**config.mk**
```make
export PLATFORM = sky130hd
export DESIGN_NAME = mem_stage
export DESIGN_NICKNAME = d
export VERILOG_FILES = /design/src/rtl/pipe_pkg.sv /design/src/rtl/mem_timeout_ctr.sv /design/src/rtl/mem_stage.sv
export SDC_FILE = /design/constraint.sdc
export NUM_CORES = 1
export LEC_CHECK = 0
export ABC_CLOCK_PERIOD_IN_PS = 3600
export CAP_MARGIN = 20
export CORE_AREA = 2 2 124 126
export CTS_BUF_LIST = sky130_fd_sc_hd__clkbuf_8
export CTS_CLUSTER_SIZE = 14
export DETAILED_ROUTE_END_ITERATION = 8
export DIE_AREA = 0 0 126 128
export PLACE_DENSITY = 0.88
export REMOVE_ABC_BUFFERS = 1
export SYNTH_ARGS = -nofsm -noshare
export SYNTH_HDL_FRONTEND = slang
export SYNTH_SLANG_ARGS = --single-unit
```
**constraint.sdc**
```tcl
create_clock -name clk_i -period 3.6 [get_ports clk_i]
set_clock_uncertainty 0.15 [all_clocks]
set_input_delay 0.72 -clock clk_i [delete_from_list [all_inputs] [get_ports clk_i]]
set_output_delay 0.72 -clock clk_i [all_outputs]
set_load 0.01 [all_outputs]
```
**src/rtl/pipe_pkg.sv**
```systemverilog
// Shared types and default widths for the pipeline memory stage.
package pipe_pkg;

    localparam int unsigned REGI_BITS_DEF   = 4;
    localparam int unsigned VECT_BITS_DEF   = 2;
    localparam int unsigned REGI_SIZE_DEF   = 16;
    localparam int unsigned VECT_SIZE_DEF   = 8;
    localparam int unsigned ELEM_SIZE_DEF   = 8;
    localparam int unsigned MEMO_LINES_DEF  = 64;
    localparam int unsigned ACK_TIMEOUT_DEF = 16;

    typedef enum logic {
        IDLE   = 1'b0,
        ACCESS = 1'b1
    } memState_t;

endpackage

```
**src/rtl/mem_timeout_ctr.sv**
```systemverilog
// Counts ACCESS cycles without an ack; expired marks the last allowed wait cycle.
module mem_timeout_ctr
    import pipe_pkg::*;
#(
    parameter int unsigned ACK_TIMEOUT = ACK_TIMEOUT_DEF
) (
    input  logic clk_i,
    input  logic rst_i,
    input  logic clear,
    input  logic enable,
    output logic expired
);

    localparam int unsigned CNT_W = $clog2(ACK_TIMEOUT + 1);

    logic [CNT_W-1:0] count;

    // Saturates so the count can never wrap back onto the expiry value.
    always_ff @(posedge clk_i or negedge rst_i) begin
        if (!rst_i) begin
            count <= '0;
        end else if (clear) begin
            count <= '0;
        end else if (enable && (count != CNT_W'(ACK_TIMEOUT))) begin
            count <= count + CNT_W'(1);
        end
    end

    assign expired = (count == CNT_W'(ACK_TIMEOUT - 1));

endmodule

```
**src/rtl/mem_stage.sv**
```systemverilog
// MEM pipeline stage: passes ALU results to writeback or runs one memory
// access with ack handshake, timeout and address/flag fault detection.
module mem_stage
    import pipe_pkg::*;
#(
    parameter int unsigned REGI_BITS   = REGI_BITS_DEF,
    parameter int unsigned VECT_BITS   = VECT_BITS_DEF,
    parameter int unsigned REGI_SIZE   = REGI_SIZE_DEF,
    parameter int unsigned VECT_SIZE   = VECT_SIZE_DEF,
    parameter int unsigned ELEM_SIZE   = ELEM_SIZE_DEF,
    parameter int unsigned MEMO_LINES  = MEMO_LINES_DEF,
    parameter int unsigned ACK_TIMEOUT = ACK_TIMEOUT_DEF
) (
    input  logic                                 clk_i,
    input  logic                                 rst_i,
    input  logic                                 valid_i,
    input  logic [REGI_SIZE-1:0]                 ialu_res_i,
    input  logic [ELEM_SIZE*VECT_SIZE-1:0]       valu_res_i,
    input  logic                                 flagMemRead_i,
    input  logic                                 flagMemWrite_i,
    input  logic                                 writeResultInt_i,
    input  logic                                 writeResultV_i,
    input  logic [REGI_BITS-1:0]                 intRegDest_i,
    input  logic [VECT_BITS-1:0]                 vecRegDest_i,
    output logic                                 mem_req_o,
    output logic                                 mem_we_o,
    output logic [$clog2(MEMO_LINES)-1:0]        mem_addr_o,
    output logic [ELEM_SIZE*VECT_SIZE-1:0]       mem_wdata_o,
    input  logic                                 mem_ack_i,
    input  logic [ELEM_SIZE*VECT_SIZE-1:0]       mem_rdata_i,
    output logic                                 stall_o,
    output logic                                 wb_valid_o,
    output logic                                 wb_int_we_o,
    output logic                                 wb_vec_we_o,
    output logic [REGI_SIZE-1:0]                 wb_int_data_o,
    output logic [ELEM_SIZE*VECT_SIZE-1:0]       wb_vec_data_o,
    output logic [REGI_BITS-1:0]                 wb_int_dest_o,
    output logic [VECT_BITS-1:0]                 wb_vec_dest_o,
    output logic                                 fault_o
);

    localparam int unsigned VEC_W  = ELEM_SIZE * VECT_SIZE;
    localparam int unsigned ADDR_W = $clog2(MEMO_LINES);

    memState_t state, stateNext;

    logic                 opWrite, opWriteNext;
    logic                 opWrInt, opWrIntNext;
    logic                 opWrVec, opWrVecNext;
    logic [REGI_BITS-1:0] opIntDest, opIntDestNext;
    logic [VECT_BITS-1:0] opVecDest, opVecDestNext;
    logic [ADDR_W-1:0]    addrNext;
    logic [VEC_W-1:0]     wdataNext;

    logic                 wbValidNext, wbIntWeNext, wbVecWeNext, faultNext;
    logic [REGI_SIZE-1:0] wbIntDataNext;
    logic [VEC_W-1:0]     wbVecDataNext;
    logic [REGI_BITS-1:0] wbIntDestNext;
    logic [VECT_BITS-1:0] wbVecDestNext;

    logic ctrClear, ctrEnable, ctrExpired;
    logic isMemOp, badMemOp;

    assign isMemOp  = flagMemRead_i || flagMemWrite_i;
    assign badMemOp = (flagMemRead_i && flagMemWrite_i) ||
                      (ialu_res_i >= REGI_SIZE'(MEMO_LINES));

    assign stall_o   = (state == ACCESS);
    assign mem_req_o = (state == ACCESS);
    assign mem_we_o  = (state == ACCESS) && opWrite;

    mem_timeout_ctr #(
        .ACK_TIMEOUT(ACK_TIMEOUT)
    ) u_timeout (
        .clk_i  (clk_i),
        .rst_i  (rst_i),
        .clear  (ctrClear),
        .enable (ctrEnable),
        .expired(ctrExpired)
    );

    // Next-state, latched operation and registered writeback bundle.
    always_comb begin
        stateNext     = state;
        opWriteNext   = opWrite;
        opWrIntNext   = opWrInt;
        opWrVecNext   = opWrVec;
        opIntDestNext = opIntDest;
        opVecDestNext = opVecDest;
        addrNext      = mem_addr_o;
        wdataNext     = mem_wdata_o;
        wbValidNext   = 1'b0;
        wbIntWeNext   = 1'b0;
        wbVecWeNext   = 1'b0;
        wbIntDataNext = '0;
        wbVecDataNext = '0;
        wbIntDestNext = '0;
        wbVecDestNext = '0;
        faultNext     = 1'b0;
        ctrClear      = 1'b0;
        ctrEnable     = 1'b0;

        case (state)
            IDLE: begin
                if (valid_i) begin
                    if (!isMemOp) begin
                        wbValidNext   = 1'b1;
                        wbIntWeNext   = writeResultInt_i;
                        wbVecWeNext   = writeResultV_i;
                        wbIntDataNext = ialu_res_i;
                        wbVecDataNext = valu_res_i;
                        wbIntDestNext = intRegDest_i;
                        wbVecDestNext = vecRegDest_i;
                    end else if (badMemOp) begin
                        wbValidNext = 1'b1;
                        faultNext   = 1'b1;
                    end else begin
                        stateNext     = ACCESS;
                        ctrClear      = 1'b1;
                        opWriteNext   = flagMemWrite_i;
                        opWrIntNext   = writeResultInt_i;
                        opWrVecNext   = writeResultV_i;
                        opIntDestNext = intRegDest_i;
                        opVecDestNext = vecRegDest_i;
                        addrNext      = ialu_res_i[ADDR_W-1:0];
                        wdataNext     = valu_res_i;
                    end
                end
            end
            ACCESS: begin
                ctrEnable = !mem_ack_i;
                // Ack takes priority over an expiring timeout.
                if (mem_ack_i) begin
                    stateNext   = IDLE;
                    wbValidNext = 1'b1;
                    if (!opWrite) begin
                        wbIntWeNext   = opWrInt;
                        wbVecWeNext   = opWrVec;
                        wbIntDataNext = mem_rdata_i[REGI_SIZE-1:0];
                        wbVecDataNext = mem_rdata_i;
                        wbIntDestNext = opIntDest;
                        wbVecDestNext = opVecDest;
                    end
                end else if (ctrExpired) begin
                    stateNext   = IDLE;
                    wbValidNext = 1'b1;
                    faultNext   = 1'b1;
                end
            end
            default: stateNext = IDLE;
        endcase
    end

    always_ff @(posedge clk_i or negedge rst_i) begin
        if (!rst_i) begin
            state         <= IDLE;
            opWrite       <= 1'b0;
            opWrInt       <= 1'b0;
            opWrVec       <= 1'b0;
            opIntDest     <= '0;
            opVecDest     <= '0;
            mem_addr_o    <= '0;
            mem_wdata_o   <= '0;
            wb_valid_o    <= 1'b0;
            wb_int_we_o   <= 1'b0;
            wb_vec_we_o   <= 1'b0;
            wb_int_data_o <= '0;
            wb_vec_data_o <= '0;
            wb_int_dest_o <= '0;
            wb_vec_dest_o <= '0;
            fault_o       <= 1'b0;
        end else begin
            state         <= stateNext;
            opWrite       <= opWriteNext;
            opWrInt       <= opWrIntNext;
            opWrVec       <= opWrVecNext;
            opIntDest     <= opIntDestNext;
            opVecDest     <= opVecDestNext;
            mem_addr_o    <= addrNext;
            mem_wdata_o   <= wdataNext;
            wb_valid_o    <= wbValidNext;
            wb_int_we_o   <= wbIntWeNext;
            wb_vec_we_o   <= wbVecWeNext;
            wb_int_data_o <= wbIntDataNext;
            wb_vec_data_o <= wbVecDataNext;
            wb_int_dest_o <= wbIntDestNext;
            wb_vec_dest_o <= wbVecDestNext;
            fault_o       <= faultNext;
        end
    end

endmodule

```
==> impl_metrics.yaml, run 1 <==
worst_setup_path:
  reg2reg_to: "mem_wdata_o[46]"
  reg2reg_depth: 4
  cp_max_fo: 36
  rr_startpoint: "mem_req_o"
  cp_slowest_stage_delay_ns: 0.63
  cp.required_ns: 3.80
  endpoint: "mem_wdata_o[46]"
  crit_type: "input port to flip-flop"
  critPathArrivalTime_ns: 3.05
  crit_start: "ialu_res_i[8]"
  critPathLaunchType: "input port"
  regToRegSetupSlack_ns: 1.11
  cp_slowest_cell: "or4_1"
  worst_setup_path_end_kind: "flip-flop"
  crit_chain: "clkdlybuf4s50_1 > or4_1 > or4_4 > buf_4 > mux2_4"
placed_design:
  gp_congestion: 0.845
  placed_cell_area_um2: 9960
  port_buffers: 320
  hpwl_um: 13700
final_layout:
  final_area_um2: 10400
  diodes: 0
  finish.net_count: 899
  syn_to_final_growth_pct: 58.8
  drive_gt1_share_pct: 16.1
  nFillCells: 969
  utilization_pct: 69.7
clocking:
  clk_pin_slew_ns: 0.09
  post_cts_resized: 0
  cts_root_buffer: "clkbuf_8"
  tritoncts: "done"
  clkLatencyLatePin_ns: 0.45
  numCtsBuffers: 17
  hold_buffers: 0
  clock_sinks: 175
  post_cts_buffers: 0
  cts_buffer_depth: 2
  cts.htree.levels: 4
logic_synthesis:
  synth_area_leaders: "dfrtp_1 (67%), mux2_2 (12%), a22o_1 (12%)"
  ys_seq_area_share_pct: 67.1
  ys_seq_elements: 175
  yosysTopAreaCell: "dfrtp_1"
  synth_cell_types: 35
  netlist_area_um2: 6520
  yosysMostFrequentCell: "dfrtp_1"
  avgSynthCellArea_um2: 15.6
  synth_common_cells: "dfrtp_1 (175), a22o_1 (88), mux2_2 (70), clkbuf_1 (17), mux2_4 (9)"
  ys.flop_type: "dfrtp_1"
  yosysWarnings: 0
  synthArstFlopShare_pct: 100
  yosysTopAreaCellShare_pct: 67.1
  synth-edff-count: 0
  synthCells: 419
floorplan:
  rows: 45
  start_util_pct: 43.9
  die_w_um: 126
  die_area_um2: 16100
  ioPinCount: 321
  die_y_um: 128
  core_area_um2: 14900
timing:
  hold_slack_ns: 0.0164
  rsz0062_at_grt: "false"
  finalMaxSlewViolations: 0
  tightestPinTransition_ns: 0.595
  hold_viol: 0
  setup_viol: 0
  slew_headroom_pct: 60.3
  fin_crit_sh_pct: 79.4
  fin_crit_ns: 2.86
  fmax_mhz: 350
global_route:
  antenna_found_initial: 0
  gr-usage-all-layers_pct: 22.9
  grt_pass1_wl_um: 28300
  overflow: 0
  grt_pass1_vias: 5314
  grt_start_max_net_pins: 88
drt:
  drc: 0
  drt_iter0_markers: 192
  ant_nets: 0
  vias_per_cell: 5.25
  routed_wl_um: 18800
  drtPass1Iterations: 6
  wl_per_cell_um: 20.0
  dr_total_vias: 4924
power:
  peakVddDrop_uv: 242
  power_uw: 3770
  p_leak_uw: 0.00481
  power.density_nw_per_um2: 364
run:
  maxCapViolCount: 0
run_status:
  run_status: "completed"
worst_hold_path:
  hp-class: "input port to asynchronous set/reset pin"
## cells in the final DEF (no fill, tap or decap), types with 4 or more instances in the layout
master / netlist / layout
clkdlybuf4s50_1: 0 / 319
dfrtp_1: 175 / 175
a22o_1: 88 / 88
mux2_2: 70 / 70
clkbuf_8: 0 / 18
mux2_4: 9 / 9
inv_1: 4 / 7
buf_4: 1 / 5
a21oi_1: 4 / 4
o21ai_0: 4 / 4
buf_12: 0 / 4
## through the flow
| stage | cells | TNS (ns) | setup slack, ns |
|---|---|---|---|
| 2_1_floorplan | 390 | -262.66 | -2.87 |
| 3_3_place_gp | 907 | 0 | 0.329 |
| 3_5_place_dp | 907 | 0 | 0.294 |
| 4_1_cts | 938 | 0 | 0.775 |
| 5_1_grt | 938 | 0 | 0.757 |
| 6_report | 938 | 0 | 0.741 |
## cell families (layout without fill, tap and decap cells)
family / Yosys count / count (layout) / share of synthesized area [%]
XOR/XNOR: 1 / 1 / 0.134
AND/OR/NAND/NOR: 26 / 26 / 2.55
AO/OA/AOI/OAI: 102 / 102 / 13.1
adder cells (fa/ha/maj): 3 / 3 / 0.576
buffers and inverters: 33 / 364 / 2.32
flip-flops: 175 / 175 / 67.1
multiplexers: 79 / 79 / 14.2
## sequential cells by signal, indices dropped and copies added (netlist names)
signal and count:
wb_vec_data_o 64, wb_int_we_o 1, u_timeout.count 5, opWrInt 1, wb_int_data_o 16, mem_req_o 1, wb_vec_we_o 1, opVecDest 2
mem_addr_o 6, wb_vec_dest_o 2, mem_wdata_o 64, opIntDest 4, wb_valid_o 1, fault_o 1, wb_int_dest_o 4, opWrVec 1
opWrite 1
## critical path, delay by kind of cell
kind	cells	cell delay, ns
simple gates	2	1.23
mux	1	0.35
buf+inv	2	0.71
## layer usage
metal / wire [µm] / track usage [%] / part of all wire [%] / vias up
li1: - / - / - / 2204
met1: 7040 / 25.7 / 38 / 2419
met2: 9560 / 39.2 / 51 / 246
met3: 1410 / 7.39 / 7.5 / 55
met4: 762 / 11.7 / 4.1 / 0
met5: 0 / 0 / 0 / -
## final cells by class
cell class	count	area [µm²]	area share, %
Clock buffer	18	248	2.39
Sequential cell	175	4380	42.3
Clock inverter	13	149	1.44
Inverter	4	15.0	0.145
Multi-Input combinational cell	211	2010	19.4
Timing Repair Buffer	329	3320	32.1
Tap cell	188	235	2.27
## worst min path at each step
stage	cells after the start	slack (ns)	from	to
floorplan	0	0.27	rst_i	fault_o
global placement	1	0.32	opIntDest[0]	wb_int_dest_o[0]
detailed placement	1	0.33	opIntDest[1]	wb_int_dest_o[1]
CTS	1	0.002	rst_i	wb_vec_dest_o[0]
global route	1	0.02	rst_i	wb_vec_dest_o[0]
finish	1	0.02	rst_i	wb_vec_dest_o[0]
## power by group
group	switching, µW	internal [µW]	total (µW)
Clock	683	692	1370
Combinational	148	240	388
Sequential	11.7	2000	2010
Power figures use the tool's default switching activity.
==> run 2: changes to the inputs <==
--- a/config.mk
+++ b/config.mk
@@ -5,14 +5,13 @@
 export SDC_FILE = /design/constraint.sdc
 export NUM_CORES = 1
 export LEC_CHECK = 0
-export ABC_CLOCK_PERIOD_IN_PS = 3600
+export ABC_CLOCK_PERIOD_IN_PS = 2400
 export CAP_MARGIN = 20
-export CORE_AREA = 2 2 124 126
+export CORE_UTILIZATION = 38
 export CTS_BUF_LIST = sky130_fd_sc_hd__clkbuf_8
 export CTS_CLUSTER_SIZE = 14
 export DETAILED_ROUTE_END_ITERATION = 8
-export DIE_AREA = 0 0 126 128
-export PLACE_DENSITY = 0.88
+export PLACE_DENSITY = 0.8
 export REMOVE_ABC_BUFFERS = 1
 export SYNTH_ARGS = -nofsm -noshare
 export SYNTH_HDL_FRONTEND = slang
==> constraint.sdc (replaced) <==
create_clock -name clk_i -period 2.4 [get_ports clk_i]
set_clock_uncertainty 0.15 [all_clocks]
set_input_delay 0.48 -clock clk_i [delete_from_list [all_inputs] [get_ports clk_i]]
set_output_delay 0.48 -clock clk_i [all_outputs]
set_load 0.01 [all_outputs]
==> run 2 against run 1 <==
  * Final area is 3.6% higher
  * Flip-flop and latch count stayed put
  * Clock power is 46% higher
  * Global-route usage is 0.12 points higher
  * Clock-buffer cell count is 2 higher
  * Largest power group unchanged
  * Die area is 9.7% higher
  * Worst hold slack better by 0.16 ns
  * Non-clock buffer count is 24 higher
  * Combinational power is 56% higher
  * Critical path depth stayed put
  * Register-to-register slack worse by 1.1 ns
==> impl_metrics.yaml, run 2 (synthesis gave the netlist of run 1 again) <==
run_status:
  run_status: "completed"
final_layout:
  finish.net_count: 923
  ff_latch_area_um2: 4380
  layout_common_cells: "clkdlybuf4s50_1 (311), dfrtp_1 (175), a22o_1 (88), mux2_2 (70), clkbuf_8 (20)"
  syn_to_final_growth_pct: 64.5
  top_regs: "mem_wdata_o x64, wb_vec_data_o x64, wb_int_data_o x16"
  nFillCells: 1213
  layout_commonest_cell: "clkdlybuf4s50_1"
  drive_gt1_share_pct: 19.5
  utilization_pct: 64.5
  multi_input_area_um2: 2020
run:
  maxCapViolCount: 0
placed_design:
  dp_slack_ns: -0.569
  gp_congestion: 0.917
  hpwl_um: 13800
  port_buffers: 320
clocking:
  clock_sinks: 175
  tritoncts: "done"
  clkLatencyLatePin_ns: 0.44
  numCtsBuffers: 17
  cts_root_buffer: "clkbuf_8"
  cts.htree.levels: 4
  cts_buffer_depth: 2
  clk_pin_slew_ns: 0.09
timing:
  setup_ws_ns: 0.00822
  tightestPinTransition_ns: 0.436
  hold_viol: 0
  fin_crit_ns: 2.39
  setup_viol: 0
  slew_headroom_pct: 70.5
  fin_crit_sh_pct: 99.7
  fmax_mhz: 418
  rsz0062_at_grt: "false"
  finalMaxSlewViolations: 0
worst_setup_path:
  worst_setup_path_end_kind: "flip-flop"
  cp_max_fo: 7
  crit_chain: "clkdlybuf4s50_1 > or4b_4 > or4_4 > clkbuf_16 > mux2_4"
  cp_slowest_cell: "or4_4"
  cp_slowest_stage_delay_ns: 0.60
  cp.required_ns: 2.58
  critPathLaunchType: "input port"
  crit_type: "input port to flip-flop"
  critPathArrivalTime_ns: 2.57
power:
  internal-power_uw: 4280
  power_uw: 5620
  pwr-share-comb_pct: 10.8
  p_sw_share_pct: 23.8
  p_leak_uw: 0.00500
  peakVddDrop_uv: 348
  power.density_nw_per_um2: 524
  switching_power_uw: 1340
  power_frac_clock_pct: 35.6
  p_seq_share_pct: 53.6
global_route:
  gr-usage-all-layers_pct: 23.0
  grt_pass1_vias: 5613
  overflow: 0
  grt_start_max_net_pins: 59
  grt_pass1_wl_um: 31100
  antenna_found_initial: 1
floorplan:
  ioPinCount: 321
  die_y_um: 133
  rows: 47
  die_area_um2: 17700
  core_area_um2: 16600
  die_w_um: 133
  start_util_pct: 39.2
drt:
  drtPass1Iterations: 4
  drc: 0
  wl_per_cell_um: 19.8
  dr_total_vias: 5151
  ant_nets: 0
  routed_wl_um: 19700
  vias_per_cell: 5.17
  drt_iter0_markers: 160
worst_hold_path:
  hp-class: "input port to flip-flop"
[run 2: cell count changes in the layout (fill, tap and decap cells not counted), sizes merged]
| cell | change |
|---|---|
| buf | +21 |
| bufinv | -2 |
| clkbuf | +4 |
| clkdlybuf4s50 | -8 |
| clkinv | +2 |
| diode | +1 |
| dlygate4sd2 | +7 |
| dlygate4sd3 | +1 |
| dlymetal6s2s | +1 |
| inv | -1 |
[run 2: timing repair]
| item | 4_1_cts | 5_1_grt |
|---|---|---|
| gates resized for setup | 13 | 2 |
| endpoints found under the hold margin | 39 | 0 |
| pin swaps | 3 | 1 |
| cloned | 3 | 2 |
| hold buffers | 1 | 0 |
| setup buffers | 1 | 0 |
| endpoints found under the setup margin | 78 | 15 |
[run 2: worst max-delay path: cells and delay by family]
kind | cells | cell delay, ns
mux | 1 | 0.29
buf+inv | 2 | 0.67
simple gates | 2 | 1.13
[run 2: per-stage QoR]
stage | cell area (µm²) | cells | setup TNS, ns | hold WS, ns
2_1_floorplan | 6390 | 390 | -422.81 | 0.0344
4_1_cts | 10700 | 993 | 0 | 0.221
3_3_place_gp | 10200 | 957 | -41.98 | 0.265
5_1_grt | 10700 | 996 | 0 | 0.151
6_report | 10700 | 996 | 0 | 0.181
3_5_place_dp | 10200 | 957 | -44.78 | 0.270
[run 2: layout make-up]
cell class,count,area share (%)
Timing Repair Buffer,353,34.0
Clock inverter,12,1.01
Antenna cell,1,0.0233
Multi-Input combinational cell,211,18.8
Tap cell,220,2.57
Sequential cell,175,40.8
Inverter,4,0.140
Clock buffer,20,2.57
[run 2: power groups by stage]
stage | combinational (µW) | sequential (µW) | clock (µW)
6_report | 605 | 3010 | 2000
5_1_grt | 646 | 3020 | 2190
4_1_cts | 611 | 3010 | 2050
3_5_place_dp | 608 | 3070 | 0
3_3_place_gp | 594 | 3070 | 0
2_1_floorplan | 75.3 | 3100 | 0
[run 2: final timing paths]
path,startpoint,to,slack [ns],cells after the start
min in group asynchronous,rst_i,mem_wdata_o[46],0.38,2
worst max-delay path,ialu_res_i[13],mem_wdata_o[49],0.008,5
worst max register to register,mem_req_o,mem_wdata_o[49],0.06,4
worst min-delay path,ialu_res_i[7],wb_int_data_o[7],0.18,2
max in group asynchronous,rst_i,mem_wdata_o[21],0.96,3
worst min register to register,opIntDest[2],wb_int_dest_o[2],0.35,1
[run 2: metal layers]
layer / track usage (%) / routed length (µm) / up-vias
met2: 40.0 / 10000 / 282
met1: 26.5 / 7520 / 2574
met3: 7.47 / 1740 / 37
met4: 8.05 / 433 / 0
li1: - / - / 2258
met5: 0 / 0 / -
